### src/rtl/cavlc_coeff_stats.sv
// Per-block CAVLC coefficient statistics: TotalCoeff, TrailingOnes, trailing-one
// signs, TotalZeros, plus a level/run_before buffer readable after the scan.
module cavlc_coeff_stats #(
  parameter int COEF_W    = 9,
  parameter int MAX_COEFF = 16,
  parameter int CW        = $clog2(MAX_COEFF + 1)
) (
  input  logic              clk,
  input  logic              rst,
  input  logic              start,
  input  logic [CW-1:0]     blk_len,
  input  logic              coef_valid,
  input  logic [COEF_W-1:0] coef,
  output logic              coef_ready,
  output logic              done,
  output logic              stats_valid,
  output logic [CW-1:0]     total_coeff,
  output logic [1:0]        trail_ones,
  output logic [2:0]        trail_sign,
  output logic [CW-1:0]     total_zeros,
  input  logic [CW-1:0]     rd_idx,
  output logic [COEF_W-1:0] rd_level,
  output logic [CW-1:0]     rd_run
);

  localparam int AW = (MAX_COEFF > 1) ? $clog2(MAX_COEFF) : 1;

  typedef enum logic [1:0] {
    S_IDLE = 2'd0,
    S_SCAN = 2'd1,
    S_DONE = 2'd2
  } state_e;

  state_e            state_q, state_d;
  logic [CW-1:0]     len_q, len_d;
  logic [CW-1:0]     cnt_q, cnt_d;
  logic [CW-1:0]     tc_q, tc_d;
  logic [1:0]        t1_q, t1_d;
  logic [2:0]        ts_q, ts_d;
  logic [CW-1:0]     tz_q, tz_d;
  logic              stop_q, stop_d;
  logic              done_q, done_d;
  logic              sv_q, sv_d;
  logic [COEF_W-1:0] rd_level_q;
  logic [CW-1:0]     rd_run_q;

  logic [COEF_W-1:0] level_q [MAX_COEFF];
  logic [CW-1:0]     run_q   [MAX_COEFF];

  logic              clr_s, acc_s, nz_s, mag_one_s, sign_s;
  logic [CW-1:0]     last_s;
  logic [AW-1:0]     wr_idx_s, last_idx_s, rd_addr_s;

  assign nz_s       = (coef[COEF_W-2:0] != '0);
  assign mag_one_s  = (coef[COEF_W-2:0] == (COEF_W-1)'(1));
  assign sign_s     = coef[COEF_W-1];
  assign last_s     = tc_q - CW'(1);
  assign wr_idx_s   = tc_q[AW-1:0];
  assign last_idx_s = last_s[AW-1:0];
  assign rd_addr_s  = rd_idx[AW-1:0];

  always_ff @(posedge clk) begin
    if (rst) begin
      state_q <= S_IDLE;
      len_q   <= '0;
      cnt_q   <= '0;
      tc_q    <= '0;
      t1_q    <= 2'd0;
      ts_q    <= 3'd0;
      tz_q    <= '0;
      stop_q  <= 1'b0;
      done_q  <= 1'b0;
      sv_q    <= 1'b0;
    end else begin
      state_q <= state_d;
      len_q   <= len_d;
      cnt_q   <= cnt_d;
      tc_q    <= tc_d;
      t1_q    <= t1_d;
      ts_q    <= ts_d;
      tz_q    <= tz_d;
      stop_q  <= stop_d;
      done_q  <= done_d;
      sv_q    <= sv_d;
    end
  end

  // start always wins: in SCAN a coefficient arriving with start is dropped
  always_comb begin
    state_d = state_q;
    len_d   = len_q;
    cnt_d   = cnt_q;
    tc_d    = tc_q;
    t1_d    = t1_q;
    ts_d    = ts_q;
    tz_d    = tz_q;
    stop_d  = stop_q;
    sv_d    = sv_q;
    done_d  = 1'b0;
    clr_s   = 1'b0;
    acc_s   = 1'b0;

    case (state_q)
      S_IDLE, S_DONE: begin
        if (start) begin
          clr_s   = 1'b1;
          state_d = S_SCAN;
        end else begin
          state_d = state_q;
        end
      end
      S_SCAN: begin
        if (start) begin
          clr_s = 1'b1;
        end else begin
          acc_s = coef_valid;
        end
      end
      default: state_d = S_IDLE;
    endcase

    if (clr_s) begin
      len_d  = blk_len;
      cnt_d  = '0;
      tc_d   = '0;
      t1_d   = 2'd0;
      ts_d   = 3'd0;
      tz_d   = '0;
      stop_d = 1'b0;
      sv_d   = 1'b0;
    end else if (acc_s) begin
      cnt_d = cnt_q + CW'(1);
      if (nz_s) begin
        tc_d = tc_q + CW'(1);
        if (mag_one_s && !stop_q && (t1_q != 2'd3)) begin
          case (t1_q)
            2'd0:    ts_d[0] = sign_s;
            2'd1:    ts_d[1] = sign_s;
            2'd2:    ts_d[2] = sign_s;
            default: ts_d = ts_q;
          endcase
          t1_d = t1_q + 2'd1;
        end else begin
          stop_d = 1'b1;
        end
      end else if (tc_q != '0) begin
        tz_d = tz_q + CW'(1);
      end else begin
        tz_d = tz_q;
      end
      if (cnt_d == len_q) begin
        state_d = S_DONE;
        done_d  = 1'b1;
        sv_d    = 1'b1;
      end else begin
        state_d = S_SCAN;
      end
    end else begin
      cnt_d = cnt_q;
    end
  end

  // Level/run buffer; zeros before the first non-zero have no entry to extend
  always_ff @(posedge clk) begin
    if (acc_s && nz_s) begin
      level_q[wr_idx_s] <= coef;
      run_q[wr_idx_s]   <= '0;
    end else if (acc_s && (tc_q != '0)) begin
      run_q[last_idx_s] <= run_q[last_idx_s] + CW'(1);
    end
  end

  always_ff @(posedge clk) begin
    if (rst) begin
      rd_level_q <= '0;
      rd_run_q   <= '0;
    end else if (rd_idx < tc_q) begin
      rd_level_q <= level_q[rd_addr_s];
      rd_run_q   <= run_q[rd_addr_s];
    end else begin
      rd_level_q <= '0;
      rd_run_q   <= '0;
    end
  end

  assign coef_ready  = (state_q == S_SCAN);
  assign done        = done_q;
  assign stats_valid = sv_q;
  assign total_coeff = tc_q;
  assign trail_ones  = t1_q;
  assign trail_sign  = ts_q;
  assign total_zeros = tz_q;
  assign rd_level    = rd_level_q;
  assign rd_run      = rd_run_q;

endmodule

### config.mk
export PLATFORM = sky130hd
export DESIGN_NAME = cavlc_coeff_stats
export DESIGN_NICKNAME = d
export VERILOG_FILES = /design/src/rtl/cavlc_coeff_stats.sv
export SDC_FILE = /design/constraint.sdc
export NUM_CORES = 1
export LEC_CHECK = 0
export BUFFER_PORTS_ARGS = -buffer_cell sky130_fd_sc_hd__buf_4
export CORE_MARGIN = 1.5
export CORE_UTILIZATION = 56
export DETAILED_ROUTE_END_ITERATION = 6
export GPL_ROUTABILITY_DRIVEN = 0
export GPL_TIMING_DRIVEN = 0
export HOLD_SLACK_MARGIN = 0.02
export PLACE_DENSITY = 0.72
export SYNTH_ARGS = -nofsm -noshare
export SYNTH_HDL_FRONTEND = slang
export SYNTH_SLANG_ARGS = --single-unit
export TNS_END_PERCENT = 1
### constraint.sdc
create_clock -name clk -period 5.4 [get_ports clk]
set_input_delay 1.08 -clock clk [delete_from_list [all_inputs] [get_ports clk]]
set_output_delay 1.08 -clock clk [all_outputs]
set_load 0.05 [all_outputs]
==> run summary, run 1 <==
Max Clock Freq: 0.216 GHz
vias in the first global route: 6558
area share of fa/ha/maj cells after synthesis: 0.0176
starting density of the core: 0.577
Buf+Inv Stages, Crit Path: 3
Slew HR: 0.106
Post-CTS Setup Bufs: 0
Final period util: 0.859
DR pass1 iterations: 5
PwrDens: 322 mW/mm^2
Post-synth EDFFs: 224
Synth top area share: 0.591
H-tree lvl count: 1
Hold Slack: 451 ps
Num CTS Buffers: 27
first-pass GRT wire length: 37800 um
placed cell area: 0.0122 mm^2
average wire per standard cell: 24.4 um
Synth Area in Compound Gates: 0.0241
DIE AREA: 0.0212 mm^2
combinational family with the most area after synthesis: multiplexers
asr flop ratio synth: 0
Mapped Area: 0.0114 mm^2
max-slew violations: 0
Slowest-stage cell, CP: a21oi_1
GRT Overall Usage: 0.240
CP Class: reg2reg
cell count after synthesis: 656
hpwl dp: 17100 um
Crit path max-delay family: compound AO/OA/AOI/OAI gates
synth top area cells: edfxtp_1 59%, mux4_2 17%, dfxtp_1 7.7%
status: completed
chip width: 146 um
antenna diode count: 0
final net count: 781
largest net degree at the start of global routing: 20
post-synthesis register bit count: 268
post-CTS sizing: 0
Iteration-0 DRC Markers: 580
TritonCTS clock tree: yes
clock latency on the worst-skew pair: 540 ps
DRC Markers: 0
Hold Path Class: reg2reg
Vias: 6402
final setup TNS: 0 ps
unrepaired setup endpoints after global routing: false
cell leakage power: 4.49 nW
CP required: 5570 ps
syn_nets: 695
Synth Area in Simple Gates: 0.0629
Die Y-Extent: 146 um
Worst EP arrival: 4810 ps
Antenna Nets Post-Route: 0
startpoint types: flip-flop
Synth Area in XOR/XNOR: 0.0201
commonest register cell after synthesis: edfxtp_1
Worst Setup End Kind: flip-flop
final setup vio count: 0
FP Rows: 51
initial antenna violation count: 0
Largest stage delay, worst path: 950 ps
Core Area: 0.0197 mm^2
# hold bufs at CTS: 0
yosys warns: 0
register area share after synthesis: 0.669
worst vdd ir: 261 uV
final core occ: 0.659
Max Buffers Root-to-Sink: 3
Final Skew: 8.54 ps
MaxCap Viol Count: 0
Commonest cells post-synth: 224 x edfxtp_1, 84 x mux4_2, 65 x nor2_1
layout cells sized above 1: 0.257
Layout area overhead: 14.2%
Layout fillers: 1307
post-synth top area cell: edfxtp_1
Via density: 6.23
worst-margin pin slew: 1340 ps
Hold Violations, Final: 0
clock tree sinks: 268
post-synth cell types: 44
post-synthesis mux area share: 0.191
fin crit period: 4640 ps
# IOs: 55
Most Frequent Cell on Critical Path: a21oi_1
DRT Wirelength: 25000 um
total congestion overflow: 0
I/O Buffers: 53
Clk pin slew, worst setup/hold paths: 60 ps
Final Cell Area: 0.0130 mm^2
Root Driver: clkbuf_16
largest fanout on the critical path: 16
top-count cell post-synth: edfxtp_1
worst-path cell chain: inv_1 -> ha_1 -> buf_1 -> clkbuf_1 -> nor2_1 -> a22oi_1 -> a21oi_1 -> or4_1 -> a21oi_1
Mean Syn Cell Area: 17.3 um^2
==> layout by cell type (no fill, tap or decap), types with 20 or more instances in the layout <==
master     synthesis  layout
clkbuf_1          18      30
dfxtp_1           44      44
mux2i_1           26      26
clkbuf_16          0      27
a21oi_1           20      20
mux4_2            84      84
nand2_1           23      23
buf_4              2      56
nor2_1            65      65
edfxtp_1         224     224
==> report_power, final <==
part           internal, mW  leakage [nW]  switching (mW)
combinational        0.0821          1.52           0.116
sequential             2.24          2.57         0.00482
clock                  1.00         0.405           0.741
total                  3.32          4.49           0.861
==> stage by stage <==
| stage | instances | total power [mW] | worst slack [ps] |
|---|---|---|---|
| 4_1_cts | 1028 | 4.20 | 769 |
| 2_1_floorplan | 656 | 2.41 | 1520 |
| 5_1_grt | 1028 | 4.30 | 378 |
| 6_report | 1028 | 4.18 | 760 |
| 3_3_place_gp | 974 | 2.48 | 1030 |
| 3_5_place_dp | 978 | 2.49 | 786 |
==> path summary, 6_finish.rpt <==
check                 start           to  slack [ps]  cells after the start
max          total_coeff[1]  run_q[6][3]         760                      9
min             stats_valid  stats_valid         450                      2
max reg2reg  total_coeff[1]  run_q[6][3]         760                      9
min reg2reg     stats_valid  stats_valid         450                      2
==> sequential cells by signal, summed over array words and instances, names as in the netlist, 3 cells and up <==
| signal | cells |
|---|---|
| total_coeff | 5 |
| len_q | 5 |
| level_q | 144 |
| rd_level | 9 |
| trail_sign | 3 |
| cnt_q | 5 |
| rd_run | 5 |
| total_zeros | 5 |
| run_q | 80 |
==> cell families (layout without fill, tap and decap cells) <==
| logic type | after synthesis | in the layout |
|---|---|---|
| buffers and inverters | 42 | 149 |
| adder cells (fa/ha/maj) | 16 | 16 |
| AO/OA/AOI/OAI | 46 | 46 |
| AND/OR/NAND/NOR | 148 | 148 |
| flip-flops | 268 | 268 |
| XOR/XNOR | 24 | 24 |
| multiplexers | 112 | 112 |
==> routing by layer <==
| layer | part of all wire | GRT usage |
|---|---|---|
| met1 | 0.40 | 0.324 |
| met2 | 0.49 | 0.397 |
| met3 | 0.087 | 0.0502 |
| met4 | 0.029 | 0.0735 |
| met5 | 0 | 0 |
==> worst min-delay path: cells and delay by family, from the launching register on <==
kind | cells | cell delay, ps
AOI/OAI and AO/OA | 1 | 50
DFF | 1 | 300
buffers and inverters | 1 | 40
==> layout make-up <==
cell class	instances	area, um^2	share of cell area
buffer	30	133	0.0102
multi-input combinational	346	3610	0.278
sequential	268	7610	0.586
tap	265	332	0.0255
clock buffer	41	748	0.0576
inverter	12	45.0	0.00347
timing repair buffer	57	439	0.0338
clock inverter	9	72.6	0.00559
Power figures use the tool's default switching activity.
==> run 2, diff against run 1 <==
--- a/config.mk
+++ b/config.mk
@@ -5,14 +5,14 @@
 export SDC_FILE = /design/constraint.sdc
 export NUM_CORES = 1
 export LEC_CHECK = 0
-export BUFFER_PORTS_ARGS = -buffer_cell sky130_fd_sc_hd__buf_4
 export CORE_MARGIN = 1.5
 export CORE_UTILIZATION = 56
 export DETAILED_ROUTE_END_ITERATION = 6
+export DONT_BUFFER_PORTS = 1
 export GPL_ROUTABILITY_DRIVEN = 0
 export GPL_TIMING_DRIVEN = 0
 export HOLD_SLACK_MARGIN = 0.02
-export PLACE_DENSITY = 0.72
+export PLACE_DENSITY = 0.69
 export SYNTH_ARGS = -nofsm -noshare
 export SYNTH_HDL_FRONTEND = slang
 export SYNTH_SLANG_ARGS = --single-unit
==> run 2 against run 1 <==
Routed wire length rose by 0.40%. Cell area fell by 2.0%. Worst setup slack got worse by 220 ps. Register-to-register slack got worse by 220 ps. Largest cell class unchanged.
==> run summary, run 2 (synthesized netlist as in run 1, its figures left out) <==
vias in the first global route: 6433 (-1.9%)
Die Y-Extent: 146 um (unchanged)
worst vdd ir: 251 uV (-4.0%)
worst r2r dst: run_q[15][2]
Largest register FFs: 144 (unchanged)
post-CTS sizing: 0 (unchanged)
Root Driver: clkbuf_16
CP Class: reg2reg
worst-margin pin slew: 1330 ps (-3.30 ps)
starting density of the core: 0.577 (unchanged)
first-pass GRT wire length: 38300 um (+1.2%)
clock latency on the worst-skew pair: 540 ps (about the same)
Layout area overhead: 11.9%
Via density: 6.32 (+1.6%)
CP required: 5590 ps (+20 ps)
Max Buffers Root-to-Sink: 3 (unchanged)
H-tree lvl count: 1 (unchanged)
total congestion overflow: 0 (unchanged)
# hold bufs at CTS: 0 (unchanged)
Core Area: 0.0197 mm^2 (unchanged)
Tot Pwr: 4.32 mW (+3.4%)
final setup vio count: 0 (unchanged)
Num CTS Buffers: 28 (+3.7%)
Slew HR: 0.108 (+0.00221)
DIE AREA: 0.0212 mm^2 (unchanged)
GRT Overall Usage: 0.245 (+0.00504)
Final period util: 0.901 (+0.0416)
Final Skew: 7.85 ps (-0.694 ps)
average wire per standard cell: 25.7 um (+5.6%)
Hold Path Class: reg2reg
Max Clock Freq: 0.206 GHz (-4.6%)
PwrDens: 340 mW/mm^2 (+5.5%)
Hold Path End: cnt_q[1]
Worst EP arrival: 5050 ps (+240 ps)
most common cell after layout, fill and taps aside: edfxtp_1
startpoint types: flip-flop
Worst Setup End Kind: flip-flop
Post-CTS Setup Bufs: 0 (unchanged)
fin crit period: 4860 ps (+225 ps)
Hold Violations, Final: 0 (unchanged)
antenna diode count: 0 (unchanged)
# IOs: 55 (unchanged)
hpwl dp: 16900 um (-0.67%)
largest fanout on the critical path: 16 (unchanged)
layout cells sized above 1: 0.215 (-0.0420)
r2r startpoint: total_coeff[1]
initial antenna violation count: 1 (+1)
commonest cells after routing, fill and taps aside: 224 x edfxtp_1, 84 x mux4_2, 64 x nor2_1
final net count: 729 (-6.7%)
Worst R2R Path Depth: 12 (+3)
unrepaired setup endpoints after global routing: false
DRC Markers: 0 (unchanged)
DRT Wirelength: 25100 um (+0.40%)
MaxCap Viol Count: 0 (unchanged)
max-slew violations: 0 (unchanged)
I/O Buffers: 0 (-100%)
DR pass1 iterations: 5 (unchanged)
status: completed
Hold Crit Start: cnt_q[1]
Hold Slack: 504 ps (+53.1 ps)
cell leakage power: 4.29 nW (-4.4%)
clock tree sinks: 268 (unchanged)
TritonCTS clock tree: yes
Clk pin slew, worst setup/hold paths: 60 ps (about the same)
FP Rows: 51 (unchanged)
Antenna Nets Post-Route: 0 (unchanged)
Biggest register: level_q
Vias: 6179 (-3.5%)
final setup TNS: 0 ps (unchanged)
largest net degree at the start of global routing: 20 (unchanged)
hold path cells: 2 (unchanged)
Iteration-0 DRC Markers: 606 (+4.5%)
R2R Setup Slk: 540 ps (-220 ps)
chip width: 146 um (unchanged)
-- run 2: cell type report --
type                    instances  area (um^2)
clock inverters                12         91.3
well taps                     265          332
inverters                      12         45.0
multi-input cells             346         3620
clock buffers                  40          863
plain buffers                  30          133
flip-flops and latches        268         7610
repair buffers                  4         41.3
fillers                      1356         6990
-- run 2: critical path, stage by stage (launching register included) --
cell	delay (ps)
dfxtp_1	870
inv_1	260
ha_1	520
buf_1	540
clkbuf_1	510
nor2_1	150
a22oi_1	220
a21oi_1	160
inv_1	110
ha_1	150
inv_1	70
xnor2_1	130
nor2_1	810
-- run 2: metal layers --
layer	global-route usage	up-vias	routed length, um
li1	-	2676	-
met1	0.333	3129	9940
met2	0.396	323	12200
met3	0.0627	49	2390
met4	0.0714	2	596
met5	0	-	13
-- run 2: power by group --
| part | switching [mW] | leakage [nW] | internal (mW) |
|---|---|---|---|
| sequential | 0.0238 | 2.57 | 2.24 |
| clock | 0.761 | 0.479 | 1.16 |
| combinational | 0.0758 | 1.24 | 0.0650 |
-- run 2: metrics by stage --
stage,area [um^2],cells,setup slack (ps),utilization
2_1_floorplan,11400,656,1520,-
3_3_place_gp,11700,921,562,0.594
3_5_place_dp,11800,925,410,0.597
4_1_cts,12700,977,398,0.645
5_1_grt,12700,977,132,0.646
6_report,12700,977,536,0.646
-- run 2: worst max path at each step --
stage | from | endpoint | cells after the start | slack (ps)
3_3_place_gp | total_coeff[1] | run_q[4][3] | 9 | 560
3_5_place_dp | total_coeff[1] | run_q[1][3] | 9 | 410
6_report | total_coeff[1] | run_q[15][2] | 12 | 540
4_1_cts | total_coeff[1] | run_q[6][3] | 9 | 400
5_1_grt | total_coeff[1] | run_q[6][2] | 12 | 130
2_1_floorplan | total_coeff[1] | run_q[0][3] | 8 | 1520
==> run 3, diff against run 2 <==
--- a/config.mk
+++ b/config.mk
@@ -5,14 +5,15 @@
 export SDC_FILE = /design/constraint.sdc
 export NUM_CORES = 1
 export LEC_CHECK = 0
+export CAP_MARGIN = 0
 export CORE_MARGIN = 1.5
-export CORE_UTILIZATION = 56
+export CORE_UTILIZATION = 61
 export DETAILED_ROUTE_END_ITERATION = 6
 export DONT_BUFFER_PORTS = 1
 export GPL_ROUTABILITY_DRIVEN = 0
 export GPL_TIMING_DRIVEN = 0
 export HOLD_SLACK_MARGIN = 0.02
-export PLACE_DENSITY = 0.69
+export PLACE_DENSITY = 0.75
 export SYNTH_ARGS = -nofsm -noshare
 export SYNTH_HDL_FRONTEND = slang
 export SYNTH_SLANG_ARGS = --single-unit
==> run 3 against run 2 <==
Clock skew increased by 2.7 ps. Total power shrank 0.78%. Critical endpoint is now run_q[0][2]. Utilization up 5.2 points. Worst hold slack better by 5.7 ps. Die area is 8.0% lower. Cell count is 3.7% lower.
==> run summary, run 3 (synthesized netlist as in run 1, its figures left out) <==
Final Cell Area: 0.0127 mm^2 (-0.59%)
worst vdd ir: 429 uV (+71%)
Clock power frac: 0.440 (-0.004)
DIE AREA: 0.0195 mm^2 (-8.0%)
Layout fillers: 1147 (-15%)
most common cell after layout, fill and taps aside: edfxtp_1
GRT Overall Usage: 0.272 (+0.0271)
worst-margin pin slew: 1310 ps (-27.7 ps)
hold path cells: 2 (unchanged)
clock tree sinks: 268 (unchanged)
Crit path max-delay family: buffers and inverters
Max Clock Freq: 0.201 GHz (-2.2%)
FP Rows: 49 (-3.9%)
I/O Buffers: 0 (unchanged)
max-slew violations: 0 (unchanged)
Vias: 6387 (+3.4%)
average wire per standard cell: 27.3 um (+6.1%)
routed wl met3: 2910 um (+22%)
DRC Markers: 0 (unchanged)
Biggest register: level_q
met1 WL: 9800 um (-1.5%)
Slew HR: 0.127 (+0.0185)
status: completed
antenna diode count: 0 (unchanged)
Post-CTS Setup Bufs: 0 (unchanged)
Worst R2R Path Depth: 12 (unchanged)
placed cell area: 0.0117 mm^2 (-0.35%)
Worst EP arrival: 5150 ps (+100 ps)
worst r2r dst: run_q[0][2]
unrepaired setup endpoints after global routing: false
# IOs: 55 (unchanged)
Hold Path Class: reg2reg
Worst Setup End Kind: flip-flop
Comb power frac: 0.033 (about the same)
startpoint types: flip-flop
r2r startpoint: total_coeff[1]
largest net degree at the start of global routing: 20 (unchanged)
vias in the first global route: 6523 (+1.4%)
# hold bufs at CTS: 0 (unchanged)
DR pass1 iterations: 5 (unchanged)
switching pwr: 879 uW (+2.1%)
PwrDens: 339 mW/mm^2 (-0.19%)
post-CTS sizing: 0 (unchanged)
initial antenna violation count: 0 (-1)
Most Frequent Cell on Critical Path: inv_1
Internal: 3.41 mW (-1.5%)
register share of total power: 0.527 (+0.004)
clock latency on the worst-skew pair: 530 ps (about the same)
layout cells sized above 1: 0.215 (unchanged)
R2R Setup Slk: 430 ps (-110 ps)
Final Skew: 10.5 ps (+2.67 ps)
chip width: 140 um (-4.1%)
final setup vio count: 0 (unchanged)
commonest cells after routing, fill and taps aside: 224 x edfxtp_1, 84 x mux4_2, 65 x nor2_1
total congestion overflow: 0 (unchanged)
Via density: 6.79 (+7.3%)
Iteration-0 DRC Markers: 785 (+30%)
final setup TNS: 0 ps (unchanged)
Top Metal Used: met4
H-tree lvl count: 1 (unchanged)
starting density of the core: 0.627 (+0.0499)
Largest stage delay, worst path: 860 ps (about the same)
Clk pin slew, worst setup/hold paths: 60 ps (about the same)
Max Buffers Root-to-Sink: 3 (unchanged)
Antenna Nets Post-Route: 0 (unchanged)
Sw Ratio: 0.205 (+0.00581)
Hold Path End: cnt_q[1]
Num CTS Buffers: 28 (unchanged)
CP required: 5570 ps (-20 ps)
DRT Wirelength: 25700 um (+2.2%)
first-pass GRT wire length: 39000 um (+1.9%)
cell leakage power: 4.27 nW (-0.42%)
Hold Violations, Final: 0 (unchanged)
Buf+Inv Stages, Crit Path: 5 (unchanged)
Slowest-stage cell, CP: dfxtp_1
met2 wire length: 12400 um (+2.0%)
Final period util: 0.921 (+0.0203)
Core Area: 0.0181 mm^2 (-8.0%)
MaxCap Viol Count: 0 (unchanged)
Die Y-Extent: 140 um (-4.1%)
Root Driver: clkbuf_16
final net count: 729 (unchanged)
hpwl dp: 17200 um (+1.3%)
Hold Crit Start: cnt_q[1]
TritonCTS clock tree: yes
worst-path cell chain: inv_1 -> ha_1 -> buf_1 -> clkbuf_1 -> nor2_1 -> a22oi_1 -> a21oi_1 -> inv_1 -> ha_1 -> inv_1 -> xnor2_1 -> nor2_1
Largest register FFs: 144 (unchanged)
CP Class: reg2reg
Layout area overhead: 11.2%
largest fanout on the critical path: 16 (unchanged)
fin crit period: 4970 ps (+110 ps)
==> run 3: final cells by class <==
cell class                      count  area, um^2  share of cell area
Buffer                             30         133              0.0105
Clock buffer                       34         764              0.0604
Clock inverter                     18         159              0.0126
Inverter                           12        45.0             0.00356
Multi-Input combinational cell    346        3620               0.286
Sequential cell                   268        7610               0.601
Tap cell                          229         287              0.0226
Timing Repair Buffer                4        45.0             0.00356
==> run 3: worst max-delay path by stage <==
| stage | cells past startpoint | slack, ps | to | startpoint |
|---|---|---|---|---|
| after CTS | 9 | 300 | run_q[0][3] | total_coeff[1] |
| after global routing | 12 | 90 | run_q[0][2] | total_coeff[1] |
| after detailed placement | 9 | 350 | run_q[0][3] | total_coeff[1] |
| final | 12 | 430 | run_q[0][2] | total_coeff[1] |
| after floorplan | 8 | 1520 | run_q[0][3] | total_coeff[1] |
| after global placement | 9 | 490 | run_q[0][3] | total_coeff[1] |
==> run 3: power by group through the flow <==
stage          registers (mW)  logic [mW]  clock network (mW)
2_1_floorplan            2.30       0.106                   0
4_1_cts                  2.26       0.142                1.90
5_1_grt                  2.26       0.150                1.98
3_3_place_gp             2.31       0.138                   0
3_5_place_dp             2.31       0.141                   0
6_report                 2.26       0.142                1.89
==> run 3: stage by stage <==
step	hold WS (ps)	worst slack, ps	util	std cells	power [mW]
5_1_grt	564	85.0	0.697	941	4.39
6_report	510	426	0.697	941	4.29
2_1_floorplan	466	1520	-	656	2.41
3_5_place_dp	499	351	0.646	889	2.45
3_3_place_gp	479	491	0.643	885	2.44
4_1_cts	509	304	0.697	941	4.31
==> run 3: routing by layer <==
| metal | global-route usage | up-vias |
|---|---|---|
| met2 | 0.440 | 407 |
| met4 | 0.0726 | 0 |
| met1 | 0.379 | 3251 |
| met3 | 0.0647 | 54 |
| met5 | 0 | - |
| li1 | - | 2675 |
==> run 3: worst register-to-register path: stages, from the launching register on <==
cell      delay [ps]
dfxtp_1          860
inv_1            300
ha_1             540
buf_1            510
clkbuf_1         540
nor2_1           160
a22oi_1          250
a21oi_1          150
inv_1            110
ha_1             140
inv_1             70
xnor2_1          130
nor2_1           850
